## config.mk

```make
export PLATFORM = sky130hd
export DESIGN_NAME = force_pipeline_stream_flat
export DESIGN_NICKNAME = d
export VERILOG_FILES = /design/src/rtl/force_pipeline_stream_if.sv /design/src/rtl/force_pipeline_stream.sv /design/src/flat_wrapper.sv
export SDC_FILE = /design/constraint.sdc
export NUM_CORES = 1
export LEC_CHECK = 0
export CAP_MARGIN = 10
export CORE_AREA = 5 5 234 236
export DETAILED_ROUTE_END_ITERATION = 6
export DIE_AREA = 0 0 239 241
export GPL_TIMING_DRIVEN = 0
export PLACE_DENSITY = 0.76
export SYNTH_ARGS = -nofsm -noshare
export SYNTH_HDL_FRONTEND = slang
export SYNTH_SLANG_ARGS = --single-unit
```

## constraint.sdc

```tcl
create_clock -name clk -period 8.61 [get_ports clk]
set_clock_uncertainty 0.05 [all_clocks]
set_input_delay 0.861 -clock clk [delete_from_list [all_inputs] [get_ports clk]]
set_output_delay 0.861 -clock clk [all_outputs]
set_load 0.02 [all_outputs]
```

## src/rtl/force_pipeline_stream_if.sv

```systemverilog
// Pair-in / force-out stream bundle for the force pipeline stage.
// The slave side is the pipeline. The master side is the pair filter and the accumulators.
interface force_pipeline_stream_if #(
    parameter int POS_W = 32,
    parameter int ID_W  = 17
);
    logic                 in_valid;
    logic                 in_ready;
    logic                 in_done;
    logic [3*POS_W-1:0]   in_ref_pos;
    logic [ID_W-1:0]      in_ref_id;
    logic [3*POS_W-1:0]   in_nbr_pos;
    logic [ID_W-1:0]      in_nbr_id;
    logic                 out_valid;
    logic                 out_ready;
    logic                 out_done;
    logic [3*POS_W-1:0]   out_ref_force;
    logic [ID_W-1:0]      out_ref_id;
    logic [3*POS_W-1:0]   out_nbr_force;
    logic [ID_W-1:0]      out_nbr_id;
    logic [31:0]          pair_count;
    logic [31:0]          last_pairs;

    modport slave (
        input  in_valid, in_done, in_ref_pos, in_ref_id, in_nbr_pos, in_nbr_id, out_ready,
        output in_ready, out_valid, out_done, out_ref_force, out_ref_id,
               out_nbr_force, out_nbr_id, pair_count, last_pairs
    );

    modport master (
        output in_valid, in_done, in_ref_pos, in_ref_id, in_nbr_pos, in_nbr_id, out_ready,
        input  in_ready, out_valid, out_done, out_ref_force, out_ref_id,
               out_nbr_force, out_nbr_id, pair_count, last_pairs
    );
endinterface

```

## src/rtl/force_pipeline_stream.sv

```systemverilog
// Streaming pair-force stage: LJ unit -> DEPTH-stage stallable pipeline.
// Outputs carry the optional reaction force and an in-band done token.
module force_lj_unit #(
    parameter int POS_W = 32
) (
    input  logic [3*POS_W-1:0] ref_pos,
    input  logic [3*POS_W-1:0] nbr_pos,
    output logic [3*POS_W-1:0] force_out
);
    // This is a bit-level stand-in for the LJ evaluator. It has the same ports and purely combinational timing.
    assign force_out = ref_pos ^ nbr_pos;
endmodule

module force_pipeline_stream #(
    parameter int POS_W         = 32,
    parameter int ID_W          = 17,
    parameter int DEPTH         = 4,
    parameter int EMIT_REACTION = 1
) (
    input  logic                   clk,
    input  logic                   reset,
    force_pipeline_stream_if.slave bus
);
    localparam int VW = 3 * POS_W;

    typedef struct packed {
        logic            valid;
        logic            done;
        logic [VW-1:0]   ref_force;
        logic [ID_W-1:0] ref_id;
        logic [VW-1:0]   nbr_force;
        logic [ID_W-1:0] nbr_id;
    } stage_t;

    stage_t        stage_reg  [DEPTH];
    stage_t        stage_next [DEPTH];
    stage_t        entry;
    logic          adv;
    logic          accept;
    logic          fire;
    logic [VW-1:0] lj_force;
    logic [VW-1:0] react_force;
    logic [31:0]   pair_count_reg;
    logic [31:0]   last_pairs_reg;

    force_lj_unit #(.POS_W(POS_W)) u_lj (
        .ref_pos   (bus.in_ref_pos),
        .nbr_pos   (bus.in_nbr_pos),
        .force_out (lj_force)
    );

    // Newton's third law on IEEE floats is a sign flip per component, so +0 becomes -0.
    generate
        for (genvar gi = 0; gi < 3; gi++) begin : g_react
            assign react_force[gi*POS_W +: POS_W] =
                {~lj_force[gi*POS_W + POS_W - 1], lj_force[gi*POS_W +: POS_W-1]};
        end
    endgenerate

    // One global enable: the whole pipe moves whenever the output slot is free or being taken.
    assign adv    = bus.out_ready | ~stage_reg[DEPTH-1].valid;
    assign accept = bus.in_valid & adv;
    assign fire   = stage_reg[DEPTH-1].valid & bus.out_ready;

    always_comb begin
        entry = '0;
        if (accept) begin
            entry.valid = 1'b1;
            entry.done  = bus.in_done;
            if (!bus.in_done) begin
                entry.ref_force = lj_force;
                entry.ref_id    = bus.in_ref_id;
                if (EMIT_REACTION != 0) begin
                    entry.nbr_force = react_force;
                    entry.nbr_id    = bus.in_nbr_id;
                end
            end
        end
    end

    assign stage_next[0] = entry;
    generate
        for (genvar gi = 1; gi < DEPTH; gi++) begin : g_shift
            assign stage_next[gi] = stage_reg[gi-1];
        end
    endgenerate

    always_ff @(posedge clk) begin
        if (reset) begin
            for (int i = 0; i < DEPTH; i++) stage_reg[i] <= '0;
        end else if (adv) begin
            for (int i = 0; i < DEPTH; i++) stage_reg[i] <= stage_next[i];
        end
    end

    // The frame counters advance only on output handshakes. This keeps them consistent with what downstream consumed.
    always_ff @(posedge clk) begin
        if (reset) begin
            pair_count_reg <= '0;
            last_pairs_reg <= '0;
        end else if (fire) begin
            if (stage_reg[DEPTH-1].done) begin
                last_pairs_reg <= pair_count_reg;
                pair_count_reg <= '0;
            end else begin
                pair_count_reg <= pair_count_reg + 32'd1;
            end
        end
    end

    assign bus.in_ready      = adv;
    assign bus.out_valid     = stage_reg[DEPTH-1].valid;
    assign bus.out_done      = stage_reg[DEPTH-1].done;
    assign bus.out_ref_force = stage_reg[DEPTH-1].ref_force;
    assign bus.out_ref_id    = stage_reg[DEPTH-1].ref_id;
    assign bus.out_nbr_force = stage_reg[DEPTH-1].nbr_force;
    assign bus.out_nbr_id    = stage_reg[DEPTH-1].nbr_id;
    assign bus.pair_count    = pair_count_reg;
    assign bus.last_pairs    = last_pairs_reg;
endmodule

```

## src/flat_wrapper.sv

```systemverilog
// flat-port wrapper written by rule: the top's interface ports become plain ports
module force_pipeline_stream_flat 
#(
    parameter int POS_W         = 32,
    parameter int ID_W          = 17,
    parameter int DEPTH         = 4,
    parameter int EMIT_REACTION = 1
)
  (clk, reset, bus_in_valid, bus_in_done, bus_in_ref_pos, bus_in_ref_id, bus_in_nbr_pos, bus_in_nbr_id, bus_out_ready, bus_in_ready, bus_out_valid, bus_out_done, bus_out_ref_force, bus_out_ref_id, bus_out_nbr_force, bus_out_nbr_id, bus_pair_count, bus_last_pairs);
  force_pipeline_stream_if #(.POS_W(POS_W), .ID_W(ID_W)) bus_i ();
  input  logic clk;
  input  logic reset;
  input wire logic [$bits(bus_i.in_valid)-1:0] bus_in_valid;
  input wire logic [$bits(bus_i.in_done)-1:0] bus_in_done;
  input wire logic [$bits(bus_i.in_ref_pos)-1:0] bus_in_ref_pos;
  input wire logic [$bits(bus_i.in_ref_id)-1:0] bus_in_ref_id;
  input wire logic [$bits(bus_i.in_nbr_pos)-1:0] bus_in_nbr_pos;
  input wire logic [$bits(bus_i.in_nbr_id)-1:0] bus_in_nbr_id;
  input wire logic [$bits(bus_i.out_ready)-1:0] bus_out_ready;
  output wire logic [$bits(bus_i.in_ready)-1:0] bus_in_ready;
  output wire logic [$bits(bus_i.out_valid)-1:0] bus_out_valid;
  output wire logic [$bits(bus_i.out_done)-1:0] bus_out_done;
  output wire logic [$bits(bus_i.out_ref_force)-1:0] bus_out_ref_force;
  output wire logic [$bits(bus_i.out_ref_id)-1:0] bus_out_ref_id;
  output wire logic [$bits(bus_i.out_nbr_force)-1:0] bus_out_nbr_force;
  output wire logic [$bits(bus_i.out_nbr_id)-1:0] bus_out_nbr_id;
  output wire logic [$bits(bus_i.pair_count)-1:0] bus_pair_count;
  output wire logic [$bits(bus_i.last_pairs)-1:0] bus_last_pairs;
  assign bus_i.in_valid = bus_in_valid;
  assign bus_i.in_done = bus_in_done;
  assign bus_i.in_ref_pos = bus_in_ref_pos;
  assign bus_i.in_ref_id = bus_in_ref_id;
  assign bus_i.in_nbr_pos = bus_in_nbr_pos;
  assign bus_i.in_nbr_id = bus_in_nbr_id;
  assign bus_i.out_ready = bus_out_ready;
  assign bus_in_ready = bus_i.in_ready;
  assign bus_out_valid = bus_i.out_valid;
  assign bus_out_done = bus_i.out_done;
  assign bus_out_ref_force = bus_i.out_ref_force;
  assign bus_out_ref_id = bus_i.out_ref_id;
  assign bus_out_nbr_force = bus_i.out_nbr_force;
  assign bus_out_nbr_id = bus_i.out_nbr_id;
  assign bus_pair_count = bus_i.pair_count;
  assign bus_last_pairs = bus_i.last_pairs;
  force_pipeline_stream #(.POS_W(POS_W), .ID_W(ID_W), .DEPTH(DEPTH), .EMIT_REACTION(EMIT_REACTION)) u_core (.clk(clk), .reset(reset), .bus(bus_i));
endmodule
```

==> results.md <==
Place:
- The weighted congestion reported at the end of routability-driven placement is 0.8510.
- The placed wire-length estimate after detailed placement is 39720 um.
- Port buffering added 522 buffers.

Synth:
- In this run, synthesis inferred 540 flip-flops with an integrated enable.
- After synthesis the cells add up to 23750 um2.
- The sequential cell area fraction in the yosys report is 0.7366.
- In the synthesized netlist, the cells that appear most often are 540 x sky130_fd_sc_hd__edfxtp_1, 443 x sky130_fd_sc_hd__and2_1, 124 x sky130_fd_sc_hd__nor2_1, 116 x sky130_fd_sc_hd__xnor2_1, 93 x sky130_fd_sc_hd__buf_4.
- After synthesis, the mean cell area works out to 14.41 um2.
- Yosys attributes the largest share of cell area to sky130_fd_sc_hd__edfxtp_1 68%, sky130_fd_sc_hd__and2_1 12%, sky130_fd_sc_hd__dfxtp_1 5.4%.
- Synthesis produced a netlist whose cell count is 1649.
- The count of warnings emitted by yosys is 0.
- The dominant synthesized flop cell is sky130_fd_sc_hd__edfxtp_1.
- The area share of the largest cell type after synthesis is 0.6826.
- The post-synthesis sequential element count is 604.
- The cell with the most instances after synthesis is sky130_fd_sc_hd__edfxtp_1.
- The number of nets in the synthesized netlist is 1881.
- After synthesis, the netlist uses 32 different library cells.
- sky130_fd_sc_hd__edfxtp_1 takes more of the synthesized area than any other cell.
- Of all flip-flops after synthesis, the portion carrying an async set or reset was 0.

Timing:
- The final-report setup violation count is 0.
- The portion of the clock cycle consumed by the worst path in the final layout is 0.4226.
- Setup repair after global routing left no endpoint under its margin.
- The final count of hold timing violations is 0.
- At the pin with the least slew margin, the transition time is 0.8123 ns.
- The aggregate negative setup slack is 0 ns.
- The final max-slew violation count was 0.
- In this run the tightest slew margin relative to its limit is 0.4585.
- The post-layout minimum cycle time is 3.638 ns.
- The timing-limited maximum frequency is 0.2749 GHz.
- On the final layout, the worst hold slack is 0.4085 ns.

Setup path:
- Traced cell by cell, the critical path runs through clkdlybuf4s50_1, nand2b_1, nor2b_1, clkbuf_1, clkbuf_1, clkbuf_1, and2_1.
- The cell that appears most often on the critical path is sky130_fd_sc_hd__clkbuf_1.
- The worst register-to-register path ends at u_core.stage_reg[0][878]$_SDFFCE_PP0P_.
- The highest fanout seen on the critical path is 10.
- The capturing element type of the critical path is a register.
- The number of cells traversed by the worst register-to-register path is 6.
- The launching element type of the critical path is a primary input.
- Together, buffers and inverters on the worst path number 4.
- For this run, the slowest stage of the critical path takes 0.68 ns.
- In this run the critical register-to-register path is launched from u_core.stage_reg[0][911]$_SDFFCE_PP0P_.
- The worst endpoint required time is 9.02 ns.
- The setup path with the least slack is of type primary input to register.
- The family with the most delay on the worst path is buffers and inverters.
- The critical path data arrival time is 4.04 ns.
- The worst setup slack for register-to-register paths is 5.36 ns.
- The slowest cell on the critical path is sky130_fd_sc_hd__clkbuf_1.

Hold path:
- The path with the worst hold slack has its endpoint at u_core.bus.last_pairs[10]$_SDFFE_PP0P_.
- The cell depth of the worst min-delay path is 2.
- The startpoint identified for the worst hold timing path is u_core.bus.last_pairs[10]$_SDFFE_PP0P_.
- The worst hold path belongs to the class register to register.

Global route:
- The pin count of the biggest net entering global routing is 77.
- The number of antenna violations at the first check in global routing is 4.
- The number of global-route vias before repair was 14163.
- For this run the aggregate overflow at the end of global routing stands at 0.
- The global-route usage over all layers is 0.1761.
- The first global-routing pass estimated 78130 um of wire.

Routing:
- In the routed layout, each cell is associated on average with a via count of 4.610.
- After detailed routing, the average wire length per cell comes to 17.84 um.
- The residual DRC count is 0.
- The remaining number of nets flagged by the antenna check after routing is 0.
- For this block, the via count after detailed routing is 13728.
- The routed wire length is 53120 um.
- The number of iterations in the first detailed-routing pass is 5.
- For this block, the initial DRC count from the detailed router was 813.

Clock tree:
- Once the clock tree was built, the resizer swapped 0 gates to a different size.
- CTS saw 604 sinks.
- TritonCTS built the clock tree.
- The buffer levels on the longest clock path is 3.
- TritonCTS created 59 clock buffers.
- The clock tree root driver cell is sky130_fd_sc_hd__clkbuf_16.
- The number of hold buffers added after CTS was 0.
- The worst-skew pair later-pin latency is 0.60 ns.
- The clock edge transition at the registers on the reported setup and hold paths is 0.06 ns.
- The clock tree synthesis step divided the H-tree into 2 levels.
- Post-CTS timing repair inserted 0 buffers for setup.

Die:
- The initial utilization of the core area, before any placement, comes to 0.4548.
- The cell row count is 84.
- The count of pins on the block boundary is 524.
- The height of the die is 241 um.
- The die covers 57600 um2.
- The horizontal extent of the die is 239 um.
- The core outline area is 52240 um2.

Power and ir drop:
- Of the total power, combinational logic draws 0.064.
- The net switching power figure is 1.273 mW.
- Power spread over the standard cell area amounts to 194.9 nW/um2.
- Of the total power, registers draw 0.526.
- The post-route total power is 6.240 mW.
- Of the total power, the share spent switching nets is 0.2040.
- The cell-internal power is 4.967 mW.
- The leakage component of the power is 12.59 nW.
- The worst vdd rail ir drop is 0.1668 mV.
- The clock power share is 0.410.

Finish:
- The growth of design area from synthesis to finish is 34.76%.
- The share of cells above drive strength 1 is 0.09178.
- The number of flip-flops in the largest register is 540.
- The number of nets in the finished design is 2472.
- The number of filler cells placed in the layout is 3893.
- Summing all multi-input logic gate instances after layout gives 5211 um2.
- Across the whole layout, storage elements account for 17500 um2.

Job:
- The tool flagged a number of max-cap violations equal to 0.

Status:
- The run finished with clean final reports.
==> power groups by stage <==
| stage | clock network (mW) | logic (mW) | registers [mW] |
|---|---|---|---|
| 2_1_floorplan | 0 | 0.145 | 3.36 |
| 3_3_place_gp | 0 | 0.394 | 3.35 |
| 3_5_place_dp | 0 | 0.403 | 3.35 |
| 4_1_cts | 2.62 | 0.405 | 3.28 |
| 5_1_grt | 2.73 | 0.424 | 3.29 |
| 6_report | 2.56 | 0.397 | 3.28 |
==> per-stage QoR <==
step                  util  area (um2)  cells  worst slack (ns)
CTS                 0.6127       32010   2976             4.791
global route        0.6128       32010   2977             4.763
detailed placement  0.5754       30060   2867             4.156
floorplan                -       23750   1649            0.2985
finish              0.6128       32010   2978             4.972
global placement    0.5713       29840   2859            -2.388
==> area by class of cell <==
type,count,area share
tap,688,0.02689
clock inverter,35,0.009694
timing repair buffer,530,0.1699
clock buffer,74,0.05124
inverter,10,0.001173
buffer,172,0.03158
antenna,2,0.0001563
sequential,604,0.5466
multi-input combinational,863,0.1628
==> cell usage in the layout, fill, tap and decap left out, types with 4 or more instances in the layout <==
cell / instances
sky130_fd_sc_hd__edfxtp_1: 540
sky130_fd_sc_hd__clkdlybuf4s50_1: 522
sky130_fd_sc_hd__and2_1: 443
sky130_fd_sc_hd__nor2_1: 124
sky130_fd_sc_hd__xnor2_1: 116
sky130_fd_sc_hd__buf_4: 93
sky130_fd_sc_hd__clkbuf_1: 77
sky130_fd_sc_hd__nand2_1: 76
sky130_fd_sc_hd__dfxtp_1: 64
sky130_fd_sc_hd__clkbuf_16: 62
sky130_fd_sc_hd__a21oi_1: 37
sky130_fd_sc_hd__clkinv_1: 13
sky130_fd_sc_hd__nand3_1: 12
sky130_fd_sc_hd__clkinv_2: 11
sky130_fd_sc_hd__inv_1: 10
sky130_fd_sc_hd__nor4_1: 7
sky130_fd_sc_hd__nor3_2: 7
sky130_fd_sc_hd__buf_16: 7
sky130_fd_sc_hd__buf_1: 6
sky130_fd_sc_hd__xor2_1: 6
sky130_fd_sc_hd__bufinv_16: 5
sky130_fd_sc_hd__nand4_1: 4
sky130_fd_sc_hd__o21ai_0: 4
sky130_fd_sc_hd__or3_1: 4
sky130_fd_sc_hd__clkbuf_8: 4
==> metal layers <==
| layer | up-vias | GRT usage | wire length [um] |
|---|---|---|---|
| met5 | - | 0 | 0 |
| met4 | 0 | 0.06277 | 1586 |
| met3 | 93 | 0.03131 | 3113 |
| met2 | 450 | 0.3193 | 28020 |
| met1 | 6492 | 0.2125 | 20400 |
| li1 | 6693 | - | - |
==> worst max path at each step <==
stage,start,endpoint,slack (ns),cells past startpoint
after floorplan,bus_out_ready,u_core.stage_reg[0][0]$_SDFFCE_PP0P_,0.30,2
after CTS,bus_out_ready,u_core.stage_reg[0][221]$_SDFFCE_PP0P_,4.79,9
after detailed placement,bus_out_ready,u_core.stage_reg[0][221]$_SDFFCE_PP0P_,4.16,9
after global placement,bus_out_ready,u_core.stage_reg[0][137]$_SDFFCE_PP0P_,-2.39,3
final,bus_out_ready,u_core.stage_reg[0][878]$_SDFFCE_PP0P_,4.97,7
after global routing,bus_out_ready,u_core.stage_reg[0][902]$_SDFFCE_PP0P_,4.76,7
==> logic make-up (layout without fill, tap and decap cells) <==
group	after synthesis	count (layout)	share of synthesized area
AOI/OAI and AO/OA	42	42	0.009007
other	0	2	0
and+or+nand+nor	698	698	0.1648
buffers and inverters	182	821	0.04414
DFF	604	604	0.7366
adders and majority gates	1	1	0.0005266
xor gates and xnor gates	122	122	0.04498
==> worst reg2reg max path: stages (launching register included) <==
cell,delay (ns)
sky130_fd_sc_hd__edfxtp_1,0.52
sky130_fd_sc_hd__nand2b_1,0.19
sky130_fd_sc_hd__nor2b_1,0.27
sky130_fd_sc_hd__clkbuf_1,0.62
sky130_fd_sc_hd__clkbuf_1,0.68
sky130_fd_sc_hd__clkbuf_1,0.55
sky130_fd_sc_hd__and2_1,0.23
(Power assumes the default switching activity.)
